==> config.mk <==
export PLATFORM = sky130hd
export DESIGN_NAME = cfu_mac_initiator
export DESIGN_NICKNAME = d
export VERILOG_FILES = /design/src/rtl/cfu_init_pkg.sv /design/src/rtl/cfu_rsp_watchdog.sv /design/src/rtl/cfu_mac_initiator.sv
export SDC_FILE = /design/constraint.sdc
export NUM_CORES = 1
export LEC_CHECK = 0
export BUFFER_PORTS_ARGS = -buffer_cell sky130_fd_sc_hd__buf_2
export CAP_MARGIN = 15
export CORE_MARGIN = 2
export CORE_UTILIZATION = 47
export DETAILED_ROUTE_END_ITERATION = 16
export HOLD_SLACK_MARGIN = 0.06
export PLACE_DENSITY = 0.81
export SLEW_MARGIN = 20
export SYNTH_ARGS = -nofsm -noshare
export SYNTH_HDL_FRONTEND = slang
export SYNTH_SLANG_ARGS = --single-unit
==> constraint.sdc <==
create_clock -name clk -period 2.8 [get_ports clk]
set_input_delay 0.84 -clock clk [delete_from_list [all_inputs] [get_ports clk]]
set_output_delay 0.84 -clock clk [all_outputs]
set_load 0.01 [all_outputs]
==> src/rtl/cfu_init_pkg.sv <==
// Shared types and constants for the CFU MAC initiator.
// Optional response watchdog is enabled with CFU_INIT_TIMEOUT_EN.
package cfu_init_pkg;

    localparam int CFU_DATA_W = 32;
    localparam int CFU_FUNC_W = 10;

    localparam logic [CFU_FUNC_W-1:0] FUNC_MAC   = 10'h000;
    localparam logic [CFU_FUNC_W-1:0] FUNC_CLEAR = 10'h008;

    typedef enum logic [2:0] {
        ST_IDLE,
        ST_CLR_CMD,
        ST_CLR_RSP,
        ST_FETCH,
        ST_MAC_CMD,
        ST_MAC_RSP,
        ST_FIN
    } state_e;

    function automatic logic is_rsp_state(input state_e s);
        return (s == ST_CLR_RSP) || (s == ST_MAC_RSP);
    endfunction

endpackage

==> src/rtl/cfu_rsp_watchdog.sv <==
// Response watchdog: counts cycles spent waiting for a CFU response.
// Used by cfu_mac_initiator only when CFU_INIT_TIMEOUT_EN is defined.
module cfu_rsp_watchdog #(
    parameter int TIMEOUT = 255
) (
    input  logic clk,
    input  logic rst_n,
    input  logic load,
    input  logic count,
    output logic expire
);

    localparam int CNT_W = (TIMEOUT > 1) ? $clog2(TIMEOUT) : 1;

    logic [CNT_W-1:0] cnt_q;
    logic [CNT_W-1:0] cnt_d;

    // Fires in the TIMEOUT-th consecutive waiting cycle.
    assign expire = count && (cnt_q == CNT_W'(TIMEOUT - 1));

    always_comb begin
        cnt_d = cnt_q;
        if (load) begin
            cnt_d = '0;
        end else if (count && !expire) begin
            cnt_d = cnt_q + 1'b1;
        end
    end

    always_ff @(posedge clk or negedge rst_n) begin
        if (!rst_n) begin
            cnt_q <= '0;
        end else begin
            cnt_q <= cnt_d;
        end
    end

endmodule

==> src/rtl/cfu_mac_initiator.sv <==
// Streams operand pairs into a SIMD MAC CFU: one clear, then LEN MACs.
// Define CFU_INIT_TIMEOUT_EN to add the response watchdog and err flag.
module cfu_mac_initiator
    import cfu_init_pkg::*;
#(
    parameter int LEN_W   = 16,
    parameter int TIMEOUT = 255
) (
    input  logic                  clk,
    input  logic                  reset,
    input  logic                  start,
    input  logic [LEN_W-1:0]      len,
    output logic                  busy,
    output logic                  done,
    output logic [CFU_DATA_W-1:0] result,
    output logic                  err,
    input  logic                  op_valid,
    output logic                  op_ready,
    input  logic [CFU_DATA_W-1:0] op_a,
    input  logic [CFU_DATA_W-1:0] op_b,
    output logic                  cmd_valid,
    input  logic                  cmd_ready,
    output logic [CFU_FUNC_W-1:0] cmd_payload_function_id,
    output logic [CFU_DATA_W-1:0] cmd_payload_inputs_0,
    output logic [CFU_DATA_W-1:0] cmd_payload_inputs_1,
    input  logic                  rsp_valid,
    output logic                  rsp_ready,
    input  logic [CFU_DATA_W-1:0] rsp_payload_outputs_0
);

    state_e                state_q;
    state_e                state_d;
    logic [LEN_W-1:0]      remain_q;
    logic [LEN_W-1:0]      remain_d;
    logic [CFU_DATA_W-1:0] in0_q;
    logic [CFU_DATA_W-1:0] in0_d;
    logic [CFU_DATA_W-1:0] in1_q;
    logic [CFU_DATA_W-1:0] in1_d;
    logic [CFU_DATA_W-1:0] result_q;
    logic [CFU_DATA_W-1:0] result_d;
    logic                  in_rsp;
    logic                  rsp_expire;

    assign in_rsp = is_rsp_state(state_q);

`ifdef CFU_INIT_TIMEOUT_EN
    logic err_q;
    logic err_d;

    // Every RSP entry follows a non-RSP cycle, so that cycle reloads.
    cfu_rsp_watchdog #(
        .TIMEOUT (TIMEOUT)
    ) u_wd (
        .clk    (clk),
        .rst_n  (reset),
        .load   (!in_rsp),
        .count  (in_rsp),
        .expire (rsp_expire)
    );

    always_ff @(posedge clk or negedge reset) begin
        if (!reset) begin
            err_q <= 1'b0;
        end else begin
            err_q <= err_d;
        end
    end

    assign err = err_q;
`else
    assign rsp_expire = 1'b0;
    assign err        = 1'b0;
`endif

    always_comb begin
        state_d  = state_q;
        remain_d = remain_q;
        in0_d    = in0_q;
        in1_d    = in1_q;
        result_d = result_q;
`ifdef CFU_INIT_TIMEOUT_EN
        err_d    = err_q;
`endif
        unique case (state_q)
            ST_IDLE: begin
                if (start) begin
                    remain_d = len;
                    in0_d    = '0;
                    in1_d    = '0;
`ifdef CFU_INIT_TIMEOUT_EN
                    err_d    = 1'b0;
`endif
                    state_d  = ST_CLR_CMD;
                end
            end
            ST_CLR_CMD: begin
                if (cmd_ready) state_d = ST_CLR_RSP;
            end
            ST_CLR_RSP: begin
                if (rsp_valid) begin
                    state_d = (remain_q == '0) ? ST_FIN : ST_FETCH;
                end else if (rsp_expire) begin
`ifdef CFU_INIT_TIMEOUT_EN
                    err_d   = 1'b1;
`endif
                    state_d = ST_FIN;
                end
            end
            ST_FETCH: begin
                if (op_valid) begin
                    in0_d   = op_a;
                    in1_d   = op_b;
                    state_d = ST_MAC_CMD;
                end
            end
            ST_MAC_CMD: begin
                if (cmd_ready) begin
                    remain_d = remain_q - 1'b1;
                    state_d  = ST_MAC_RSP;
                end
            end
            ST_MAC_RSP: begin
                if (rsp_valid) begin
                    result_d = rsp_payload_outputs_0;
                    state_d  = (remain_q == '0) ? ST_FIN : ST_FETCH;
                end else if (rsp_expire) begin
`ifdef CFU_INIT_TIMEOUT_EN
                    err_d   = 1'b1;
`endif
                    state_d = ST_FIN;
                end
            end
            ST_FIN: begin
                state_d = ST_IDLE;
            end
            default: begin
                state_d = ST_IDLE;
            end
        endcase
    end

    always_ff @(posedge clk or negedge reset) begin
        if (!reset) begin
            state_q  <= ST_IDLE;
            remain_q <= '0;
            in0_q    <= '0;
            in1_q    <= '0;
            result_q <= '0;
        end else begin
            state_q  <= state_d;
            remain_q <= remain_d;
            in0_q    <= in0_d;
            in1_q    <= in1_d;
            result_q <= result_d;
        end
    end

    // Handshake outputs decode straight from state, so reset drops them at once.
    assign cmd_valid = (state_q == ST_CLR_CMD) || (state_q == ST_MAC_CMD);
    assign rsp_ready = in_rsp;
    assign op_ready  = (state_q == ST_FETCH);
    assign done      = (state_q == ST_FIN);
    assign busy      = (state_q != ST_IDLE) && (state_q != ST_FIN);
    assign result    = result_q;

    assign cmd_payload_function_id =
        (state_q == ST_CLR_CMD) ? FUNC_CLEAR : FUNC_MAC;
    assign cmd_payload_inputs_0 = in0_q;
    assign cmd_payload_inputs_1 = in1_q;

endmodule

==> results of run 1 <==
## sequential cells by signal (all words and copies together), names as in the netlist
signal and cells:
cmd_payload_inputs_1 32, state_q 3, result 32, remain_q 16, cmd_payload_inputs_0 32
## power groups by stage
stage / Combinational (W) / Sequential [W] / Clock, W
after floorplan: 0.00139 / 0.00319 / 0
after global placement: 0.00273 / 0.00291 / 0
after detailed placement: 0.00283 / 0.00293 / 0
after CTS: 0.00284 / 0.00294 / 0.00247
after global routing: 0.00305 / 0.00304 / 0.00256
final: 0.00281 / 0.00295 / 0.00243
## layout make-up
class | count | area, um^2
fillers | 799 | 3406
flip-flops and latches | 115 | 2878
multi-input cells | 245 | 1827
repair buffers | 230 | 1219
clock buffers | 18 | 417.9
clock inverters | 14 | 249.0
well taps | 136 | 170.2
inverters | 5 | 18.77
## metrics by stage
step / worst slack (ns) / area, um^2
5_1_grt: 0.001347 / 6779
3_3_place_gp: 0.5225 / 6110
3_5_place_dp: 0.4577 / 6110
4_1_cts: 0.08453 / 6779
2_1_floorplan: 0.5859 / 4917
6_report: 0.1114 / 6779
## kinds of logic after synthesis
group,share of synthesized area
AO/OA/AOI/OAI,0.1829
adder cells (fa/ha/maj),0.005123
buffers and inverters,0.04560
flip-flops,0.5893
multiplexers,0.08404
other,0.0007679
AND/OR/NAND/NOR,0.09224
## how the worst max path moves through the flow
stage               start        end  cells past startpoint
2_1_floorplan  state_q[0]  cmd_valid                      5
3_5_place_dp   state_q[1]  cmd_valid                      3
3_3_place_gp   state_q[1]  cmd_valid                      3
6_report       state_q[1]  cmd_valid                      3
5_1_grt        state_q[1]  cmd_valid                      3
4_1_cts        state_q[1]  cmd_valid                      3
## cell usage after synthesis, types with 2 or more instances
cell type,instances,share of area
buf_4,10,0.015
buf_1,8,0.0061
a21oi_1,13,0.013
a31oi_1,2,0.0026
nor3_1,5,0.0051
a211oi_1,2,0.0031
nor2_1,16,0.012
mux2i_1,5,0.010
nand4b_1,2,0.0036
nand2b_1,4,0.0051
dfrtp_1,115,0.59
a22o_1,65,0.12
inv_1,5,0.0038
or3b_2,2,0.0036
mux2_2,32,0.074
o22ai_1,5,0.0064
nor2b_1,4,0.0051
or4_4,2,0.0046
o21ai_0,14,0.014
buf_2,3,0.0031
nand4_1,2,0.0026
nor4_1,4,0.0051
nor3b_1,2,0.0031
buf_6,2,0.0046
nand2_1,15,0.012
a2bb2oi_1,7,0.013
nand3_1,9,0.0092
clkbuf_1,15,0.012
ha_1,2,0.0051
and2_0,2,0.0026
## per-layer routing
metal  track usage  vias to the layer above  part of all wire  wire length [um]
li1              -                     1895                 -                 -
met1        0.2962                     2036              0.42              5367
met2        0.3724                      181              0.50              6480
met3       0.06744                       17             0.064               823
met4       0.07049                        0             0.014               180
met5             0                        -                 0                 0
==> implementation parameters, run 1 <==
Parameter                              Value

Logic synthesis
  Synth Instances    395
  Post-synth EDFFs    0
  Mapped Area    4883 um^2
  Yosys warning total    0
  Mean cell area of the mapped netlist    12.36 um^2
  Synthesis-stage register bit count    115
  Cell variety after synth    51
  Share of async-settable or async-resettable flops after synthesis    1.000
  Post-synth top flop    dfrtp_1
  Part of the Yosys area used for sequential elements    0.5893

Clock tree
  CTS root buf    clkbuf_8
  Clk Latency, worst-skew pair    0.50 ns
  TritonCTS clock tree    built
  Num CTS Buffers    17
  Number of hold-repair buffers added at the cts stage    0
  Count of buffers added by post-CTS timing repair for setup    0
  Buffer depth of the longest clock path    2
  Max H-tree Level    4
  Clock Pin Slew Worst Setup and Hold Paths    0.06 ns
  PostCTS Resize Cnt    1
  Number of sinks on the clock net    115

Worst setup path
  Cell Chain, Critical Path    or3b_4 -> o21ai_0 -> buf_2
  Cell family contributing the most delay on the critical path    simple AND/OR/NAND/NOR gates
  CP max-delay cell    or3b_4
  Cell depth of the worst flop-to-flop path    6
  Worst stage delay on the critical path    0.56 ns
  Worst reg2reg endpoint    remain_q[14]
  Reg-to-Reg Start    remain_q[0]
  Critical path data required time    1.96 ns
  Worst reg-to-reg setup slack    0.62 ns
  Worst path bufs/invs    1
  Crit path kind    register to primary output
  Highest fanout seen on the critical path    17
  Worst setup SP type    register
  Data arrival, critical path    1.85 ns
  Element type at the critical path end    primary output

Drt
  Number of nets with antenna violations after detailed routing    0
  DRC violation total after the first TritonRoute iteration    249
  Length of the first detailed-routing pass in iterations    6
  Final Routed Wirelength    12.85 mm
  DR DRC count    0
  Routed WL per cell    16.84 um
  Ratio of routed vias to standard cells    5.412
  Number of vias in the routed layout    4,129

STA
  Highest clock rate    371.9 MHz
  Post-Route Hold Slack    0.3071 ns
  Share of the cycle needed by the critical path after routing    0.9602
  Hold Vio Cnt, Final    0
  Worst clock skew    0.008407 ns
  Crit path time final    2.689 ns
  Relative slew margins    0.4896
  Post-route setup TNS    0 ns
  Count of pins over their slew limit    0
  Final-report setup violation count    0
  Unrepaired setup endpoints after global routing    no
  Transition time of the tightest slew-check pin    0.7586 ns

Final layout
  Area growth from synthesis to layout    38.82%
  Utilization of the core after routing    0.6656
  Fraction of layout cells with a size suffix above 1    0.4848
  Leading cell type in the layout, fill and taps excluded    buf_2
  Number of non-filler instances in the completed layout    763
  Commonest non-fill, non-tap cells in the layout    buf_2 (218), dfrtp_1 (115), a22o_1 (65)
  N_diodes    0
  Nets@finish    734

Power
  Switching power    0.002748 W
  Maximum resistive drop on vdd    0.6272 mV
  Proportion of power drawn by combinational gates    0.343
  Power per standard cell area    1208 nW/um^2
  Fraction of power spent switching nets    0.3355
  Flop pwr share    0.360
  Total power    0.008191 W
  Internal power consumption    0.005443 W
  Clock network power share    0.297
  Total leakage power    3.523 nW

GRT
  Antenna violations before repair    0
  Total track usage    0.2284
  Via count of the first global-routing pass    4,004
  Global route overflow    0
  Pin count of the biggest net entering global routing    65
  Wire length of the first global-routing pass    20.02 mm

Hold path
  Hold Crit Class    input port to asynchronous set/reset pin

Die
  Die Span Y    105.9 um
  Horizontal extent of the die    105.9 um
  Number of standard-cell rows in the floorplan    37
  Full die area    11,220 um^2
  Starting density of the core    0.4795
  Std-Cell Core Area    10,180 um^2
  I/O Pins    230

Outcome
  Outcome    completed

Placed design
  Final HPWL DP    8.907 mm
  Cell total after placement    731
  Weighted congestion reported at the end of routability-driven placement    0.8169
  I/O Buffers    219

Flow run
  Total of max-cap violations    0
No activity file was read; power rests on OpenSTA's default activity.
==> run 2, diff against run 1 <==
--- a/config.mk
+++ b/config.mk
@@ -7,11 +7,11 @@
 export LEC_CHECK = 0
 export BUFFER_PORTS_ARGS = -buffer_cell sky130_fd_sc_hd__buf_2
 export CAP_MARGIN = 15
-export CORE_MARGIN = 2
-export CORE_UTILIZATION = 47
+export CORE_MARGIN = 5
+export CORE_UTILIZATION = 42
 export DETAILED_ROUTE_END_ITERATION = 16
 export HOLD_SLACK_MARGIN = 0.06
-export PLACE_DENSITY = 0.81
+export PLACE_DENSITY = 0.76
 export SLEW_MARGIN = 20
 export SYNTH_ARGS = -nofsm -noshare
 export SYNTH_HDL_FRONTEND = slang
==> constraint.sdc (replaced) <==
create_clock -name clk -period 2.35 [get_ports clk]
set_input_delay 0.705 -clock clk [delete_from_list [all_inputs] [get_ports clk]]
set_output_delay 0.705 -clock clk [all_outputs]
set_load 0.01 [all_outputs]
==> implementation parameters, run 2 (same netlist as run 1, synthesis figures left out) <==
Parameter                              Value

Outcome
  Outcome    completed (unchanged)

Worst setup path
  Critical path data required time    1.64 ns (was 1.96 ns)
  Element type at the critical path end    primary output (unchanged)
  Critical path origin    state_q[1] (unchanged)
  Highest fanout seen on the critical path    4 (was 17)
  Worst path bufs/invs    1 (unchanged)
  Data arrival, critical path    1.56 ns (was 1.85 ns)
  CP max-delay cell    or3b_2 (was or3b_4)
  Worst reg-to-reg setup slack    0.24 ns (was 0.62 ns)
  Reg-to-Reg Start    remain_q[0] (unchanged)
  Worst stage delay on the critical path    0.48 ns (was 0.56 ns)
  Cell Chain, Critical Path    or3b_2 -> o21ai_1 -> buf_2 (was or3b_4 -> o21ai_0 -> buf_2)
  Cell family contributing the most delay on the critical path    simple AND/OR/NAND/NOR gates (unchanged)
  Worst reg2reg endpoint    remain_q[14] (unchanged)
  Crit path kind    register to primary output (unchanged)
  Worst setup SP type    register (unchanged)
  Cell depth of the worst flop-to-flop path    6 (unchanged)

GRT
  Pin count of the biggest net entering global routing    70 (was 65)
  Antenna violations before repair    0 (unchanged)
  Total track usage    0.1922 (was 0.2284)
  Wire length of the first global-routing pass    21.46 mm (was 20.02 mm)
  Via count of the first global-routing pass    4,210 (was 4,004)
  Global route overflow    0 (unchanged)

Final layout
  Commonest non-fill, non-tap cells in the layout    buf_2 (218), dfrtp_1 (113), a22o_1 (65) (was buf_2 (218), dfrtp_1 (115), a22o_1 (65))
  Nets@finish    739 (was 734)
  N_diodes    0 (unchanged)
  Area growth from synthesis to layout    37.41% (was 38.82%)
  Number of non-filler instances in the completed layout    774 (was 763)
  Fraction of layout cells with a size suffix above 1    0.4897 (was 0.4848)
  Leading cell type in the layout, fill and taps excluded    buf_2 (unchanged)
  Non-Filler Cell Area, Final    6710 um^2 (was 6779 um^2)

STA
  Highest clock rate    442.0 MHz
  Final Worst Setup Slack    0.08749 ns (was 0.1114 ns)
  Unrepaired setup endpoints after global routing    no (unchanged)
  Hold Vio Cnt, Final    0 (unchanged)
  Crit path time final    2.263 ns
  Share of the cycle needed by the critical path after routing    0.9628
  Post-route setup TNS    0 ns (unchanged)
  Worst clock skew    0.006800 ns (was 0.008407 ns)
  Transition time of the tightest slew-check pin    0.6674 ns (was 0.7586 ns)
  Final-report setup violation count    0 (unchanged)
  Post-Route Hold Slack    0.2811 ns (was 0.3071 ns)
  Count of pins over their slew limit    0 (unchanged)
  Relative slew margins    0.5510 (was 0.4896)

Hold path
  Hold Crit Class    input port to asynchronous set/reset pin (unchanged)

Placed design
  Final HPWL DP    9.786 mm (was 8.907 mm)
  Weighted congestion reported at the end of routability-driven placement    0.8433 (was 0.8169)
  Cell total after placement    738 (was 731)
  Post-placement setup slack    0.2614 ns (was 0.4577 ns)
  I/O Buffers    219 (unchanged)
  Placement-stage cell area    6131 um^2 (was 6110 um^2)

Clock tree
  Clock Pin Slew Worst Setup and Hold Paths    0.05 ns (was 0.06 ns)
  Number of sinks on the clock net    115 (unchanged)
  Buffer depth of the longest clock path    2 (unchanged)
  Clk Latency, worst-skew pair    0.40 ns (was 0.50 ns)
  Max H-tree Level    4 (unchanged)
  CTS root buf    clkbuf_16 (was clkbuf_8)
  TritonCTS clock tree    built (unchanged)
  Num CTS Buffers    17 (unchanged)

Die
  Die Span Y    117.8 um (was 105.9 um)
  Full die area    13,880 um^2 (was 11,220 um^2)
  Starting density of the core    0.4277 (was 0.4795)
  Std-Cell Core Area    11,420 um^2 (was 10,180 um^2)
  Horizontal extent of the die    117.8 um (was 105.9 um)
  Number of standard-cell rows in the floorplan    39 (was 37)
  I/O Pins    230 (unchanged)

Power
  Total leakage power    3.487 nW (was 3.523 nW)
  Maximum resistive drop on vdd    0.6864 mV (was 0.6272 mV)
  Flop pwr share    0.380 (was 0.360)
  Clock network power share    0.249 (was 0.297)
  Internal power consumption    0.006037 W (was 0.005443 W)
  Fraction of power spent switching nets    0.3473 (was 0.3355)
  Switching power    0.003211 W (was 0.002748 W)
  Proportion of power drawn by combinational gates    0.371 (was 0.343)
  Power per standard cell area    1378 nW/um^2 (was 1208 nW/um^2)

Drt
  Number of nets with antenna violations after detailed routing    0 (unchanged)
  Routed WL per cell    17.42 um (was 16.84 um)
  Length of the first detailed-routing pass in iterations    5 (was 6)
  Ratio of routed vias to standard cells    5.404 (was 5.412)
  Final Routed Wirelength    13.48 mm (was 12.85 mm)
  DRC violation total after the first TritonRoute iteration    262 (was 249)
  Number of vias in the routed layout    4,183 (was 4,129)
  DR DRC count    0 (unchanged)

Flow run
  Total of max-cap violations    0 (unchanged)
## run 2: cell count changes in the layout (fill, tap and decap cells not counted), moves of 4 or more
cell and change:
inv_6 -4, buf_4 +4, clkinv_2 +5, bufinv_16 -5
## run 2: worst max path at each step
stage	end	slack, ns	cells after the start
6_report	cmd_valid	0.09	3
5_1_grt	rsp_ready	0.002	5
4_1_cts	rsp_ready	0.03	4
3_5_place_dp	remain_q[14]	0.26	6
3_3_place_gp	remain_q[14]	0.31	6
2_1_floorplan	cmd_valid	0.27	5
## run 2: final cells by class
cell class,count,area [um^2]
clock inverters,10,86.33
inverters,5,18.77
repair buffers,235,1269
fillers,950,4708
clock buffers,21,450.4
well taps,143,178.9
multi-input cells,245,1827
flip-flops and latches,115,2880
## run 2: what timing repair did
item	in CTS	in global routing
pin swaps	0	0
setup endpoints to repair	2	2
resized for setup	2	3
buffers inserted	5	0
hold endpoints to repair	0	0
hold buffers	0	0
## run 2: power by group through the flow
| stage | Sequential (W) | Clock, W | Combinational [W] |
|---|---|---|---|
| after floorplan | 0.00380 | 0 | 0.00166 |
| after global placement | 0.00348 | 0 | 0.00329 |
| final | 0.00351 | 0.00231 | 0.00343 |
| after CTS | 0.00350 | 0.00236 | 0.00346 |
| after detailed placement | 0.00352 | 0 | 0.00340 |
| after global routing | 0.00363 | 0.00248 | 0.00373 |
## run 2: stage by stage
step,utilization,total power [W]
floorplan,-,0.005455
global placement,0.5369,0.006776
detailed placement,0.5369,0.006914
CTS,0.5874,0.009325
global route,0.5877,0.009846
finish,0.5877,0.009248
## run 2: worst reg2reg max path, delay by kind of cell, from the launching register on
family	cells	cell delay [ns]
adder cells (fa/ha/maj)	1	0.20
AND/OR/NAND/NOR	4	1.25
buffers and inverters	1	0.11
flip-flops	1	0.42
## run 2: per-layer routing
| metal | up-vias | part of all wire | GRT usage |
|---|---|---|---|
| met3 | 35 | 0.080 | 0.07016 |
| met5 | - | 0 | 0 |
| li1 | 1904 | - | - |
| met1 | 2043 | 0.39 | 0.2306 |
| met4 | 0 | 0.029 | 0.1004 |
| met2 | 201 | 0.50 | 0.3023 |
==> run 3, diff against run 2 <==
--- a/config.mk
+++ b/config.mk
@@ -7,11 +7,13 @@
 export LEC_CHECK = 0
 export BUFFER_PORTS_ARGS = -buffer_cell sky130_fd_sc_hd__buf_2
 export CAP_MARGIN = 15
+export CELL_PAD_IN_SITES_DETAIL_PLACEMENT = 2
+export CELL_PAD_IN_SITES_GLOBAL_PLACEMENT = 2
 export CORE_MARGIN = 5
-export CORE_UTILIZATION = 42
+export CORE_UTILIZATION = 25
 export DETAILED_ROUTE_END_ITERATION = 16
 export HOLD_SLACK_MARGIN = 0.06
-export PLACE_DENSITY = 0.76
+export PLACE_DENSITY_LB_ADDON = 0.1
 export SLEW_MARGIN = 20
 export SYNTH_ARGS = -nofsm -noshare
 export SYNTH_HDL_FRONTEND = slang
==> implementation parameters, run 3 (same netlist as run 1, synthesis figures left out) <==
Parameter                              Value

STA
  Highest clock rate    440.7 MHz (was 442.0 MHz)
  Count of pins over their slew limit    0 (unchanged)
  Crit path time final    2.269 ns (was 2.263 ns)
  Share of the cycle needed by the critical path after routing    0.9656 (was 0.9628)
  Final Worst Setup Slack    0.08086 ns (was 0.08749 ns)
  Hold Vio Cnt, Final    0 (unchanged)
  Worst clock skew    0.01256 ns (was 0.006800 ns)
  Transition time of the tightest slew-check pin    0.6553 ns (was 0.6674 ns)
  Relative slew margins    0.5591 (was 0.5510)
  Final-report setup violation count    0 (unchanged)

Die
  Horizontal extent of the die    149.8 um (was 117.8 um)
  Starting density of the core    0.2526 (was 0.4277)
  I/O Pins    230 (unchanged)
  Full die area    22,430 um^2 (was 13,880 um^2)
  Number of standard-cell rows in the floorplan    51 (was 39)
  Std-Cell Core Area    19,330 um^2 (was 11,420 um^2)
  Die Span Y    149.8 um (was 117.8 um)

Drt
  Number of vias in the routed layout    4,240 (was 4,183)
  DRC violation total after the first TritonRoute iteration    201 (was 262)
  DR DRC count    0 (unchanged)
  Routed WL per cell    19.37 um (was 17.42 um)
  Number of nets with antenna violations after detailed routing    0 (unchanged)
  Final Routed Wirelength    17.55 mm (was 13.48 mm)
  Length of the first detailed-routing pass in iterations    4 (was 5)
  Ratio of routed vias to standard cells    4.680 (was 5.404)

Worst setup path
  CP max-delay cell    or3b_2 (unchanged)
  Crit path kind    register to primary output (unchanged)
  Cell Chain, Critical Path    or3b_2 -> o21ai_2 -> buf_2 (was or3b_2 -> o21ai_1 -> buf_2)
  Data arrival, critical path    1.56 ns (about the same)
  Element type at the critical path end    primary output (unchanged)
  Highest fanout seen on the critical path    8 (was 4)
  Worst setup SP type    register (unchanged)
  Worst stage delay on the critical path    0.49 ns (was 0.48 ns)
  Cell family contributing the most delay on the critical path    simple AND/OR/NAND/NOR gates (unchanged)
  Critical path data required time    1.64 ns (about the same)
  Worst path bufs/invs    1 (unchanged)

Power
  Total leakage power    3.538 nW (was 3.487 nW)
  Power per standard cell area    1397 nW/um^2 (was 1378 nW/um^2)
  Maximum resistive drop on vdd    0.4935 mV (was 0.6864 mV)

GRT
  Total track usage    0.1576 (was 0.1922)
  Via count of the first global-routing pass    4,713 (was 4,210)
  Pin count of the biggest net entering global routing    65 (was 70)
  Antenna violations before repair    4 (was 0)
  Wire length of the first global-routing pass    27.39 mm (was 21.46 mm)
  Global route overflow    0 (unchanged)

Final layout
  Utilization of the core after routing    0.3605 (was 0.5877)
  Fraction of layout cells with a size suffix above 1    0.4992 (was 0.4897)
  Commonest non-fill, non-tap cells in the layout    buf_2 (218), dfrtp_1 (112), a22o_1 (65) (was buf_2 (218), dfrtp_1 (113), a22o_1 (65))
  Nets@finish    744 (was 739)
  Leading cell type in the layout, fill and taps excluded    buf_2 (unchanged)
  Area growth from synthesis to layout    42.74% (was 37.41%)

Clock tree
  Max H-tree Level    4 (unchanged)
  Buffer depth of the longest clock path    2 (unchanged)
  TritonCTS clock tree    built (unchanged)
  Clk Latency, worst-skew pair    0.41 ns (was 0.40 ns)
  Num CTS Buffers    17 (unchanged)
  Clock Pin Slew Worst Setup and Hold Paths    0.06 ns (was 0.05 ns)
  Number of sinks on the clock net    115 (unchanged)
  CTS root buf    clkbuf_16 (unchanged)

Placed design
  I/O Buffers    219 (unchanged)
  Final HPWL DP    12.73 mm (was 9.786 mm)
  Weighted congestion reported at the end of routability-driven placement    0.7809 (was 0.8433)
  Post-placement setup slack    0.1814 ns (was 0.2614 ns)

Outcome
  Outcome    completed (unchanged)

Flow run
  Total of max-cap violations    0 (unchanged)

Hold path
  Hold Crit Class    input port to asynchronous set/reset pin (unchanged)
## run 3: changes by cell type in the layout (fill, tap and decap cells not counted), moves of 2 or more
cell,delta
buf_4,+5
bufinv_16,+2
diode_2,+4
o21ai_1,-2
## run 3: routing by layer
metal | global-route usage | vias to the layer above | wire, um
met5 | 0 | - | 0
met4 | 0.05947 | 0 | 496
li1 | - | 1913 | -
met3 | 0.04603 | 29 | 1025
met2 | 0.2557 | 160 | 8567
met1 | 0.1994 | 2138 | 7461
## run 3: where the power goes
part / switching [W] / internal [W]
clock network: 0.000957 / 0.00166
registers: 0.000604 / 0.00291
logic: 0.00190 / 0.00171
## run 3: final cells by class
| type | instances | area, um^2 |
|---|---|---|
| Inverter | 5 | 18.77 |
| Antenna cell | 4 | 10.01 |
| Clock buffer | 19 | 432.9 |
| Tap cell | 265 | 331.6 |
| Fill cell | 2128 | 12360 |
| Multi-Input combinational cell | 245 | 1831 |
| Clock inverter | 13 | 158.9 |
| Sequential cell | 115 | 2882 |
| Timing Repair Buffer | 240 | 1306 |
## run 3: stage by stage
| stage | hold WS [ns] | total power, W | std cells | setup TNS [ns] | cell area [um^2] |
|---|---|---|---|---|---|
| 3_5_place_dp | 0.4783 | 0.007133 | 864 | 0 | 6314 |
| 4_1_cts | 0.2210 | 0.009904 | 899 | 0 | 6934 |
| 5_1_grt | 0.2318 | 0.01043 | 906 | -0.009526 | 6970 |
| 3_3_place_gp | 0.4779 | 0.006965 | 864 | 0 | 6314 |
| 6_report | 0.2218 | 0.009741 | 906 | 0 | 6970 |
| 2_1_floorplan | 0.4094 | 0.005455 | 404 | 0 | 4917 |
## run 3: final timing paths
check,from,endpoint,slack [ns],depth (start not counted)
setup / recovery,state_q[2],cmd_valid,0.08,3
min in group clk,cmd_payload_inputs_0[22],cmd_payload_inputs_0[22],0.49,1
max in group asynchronous,reset,cmd_payload_inputs_1[12],1.51,2
hold reg to reg,cmd_payload_inputs_0[22],cmd_payload_inputs_0[22],0.49,1
setup reg to reg,remain_q[0],remain_q[14],0.20,6
hold / removal,reset,result[19],0.22,1
## run 3: what timing repair did
item | 4_1_cts | 5_1_grt
setup buffers | 3 | 3
hold buffers | 0 | 0
setup endpoints to repair | 4 | 3
pin swaps | 0 | 0
gates resized for setup | 4 | 2
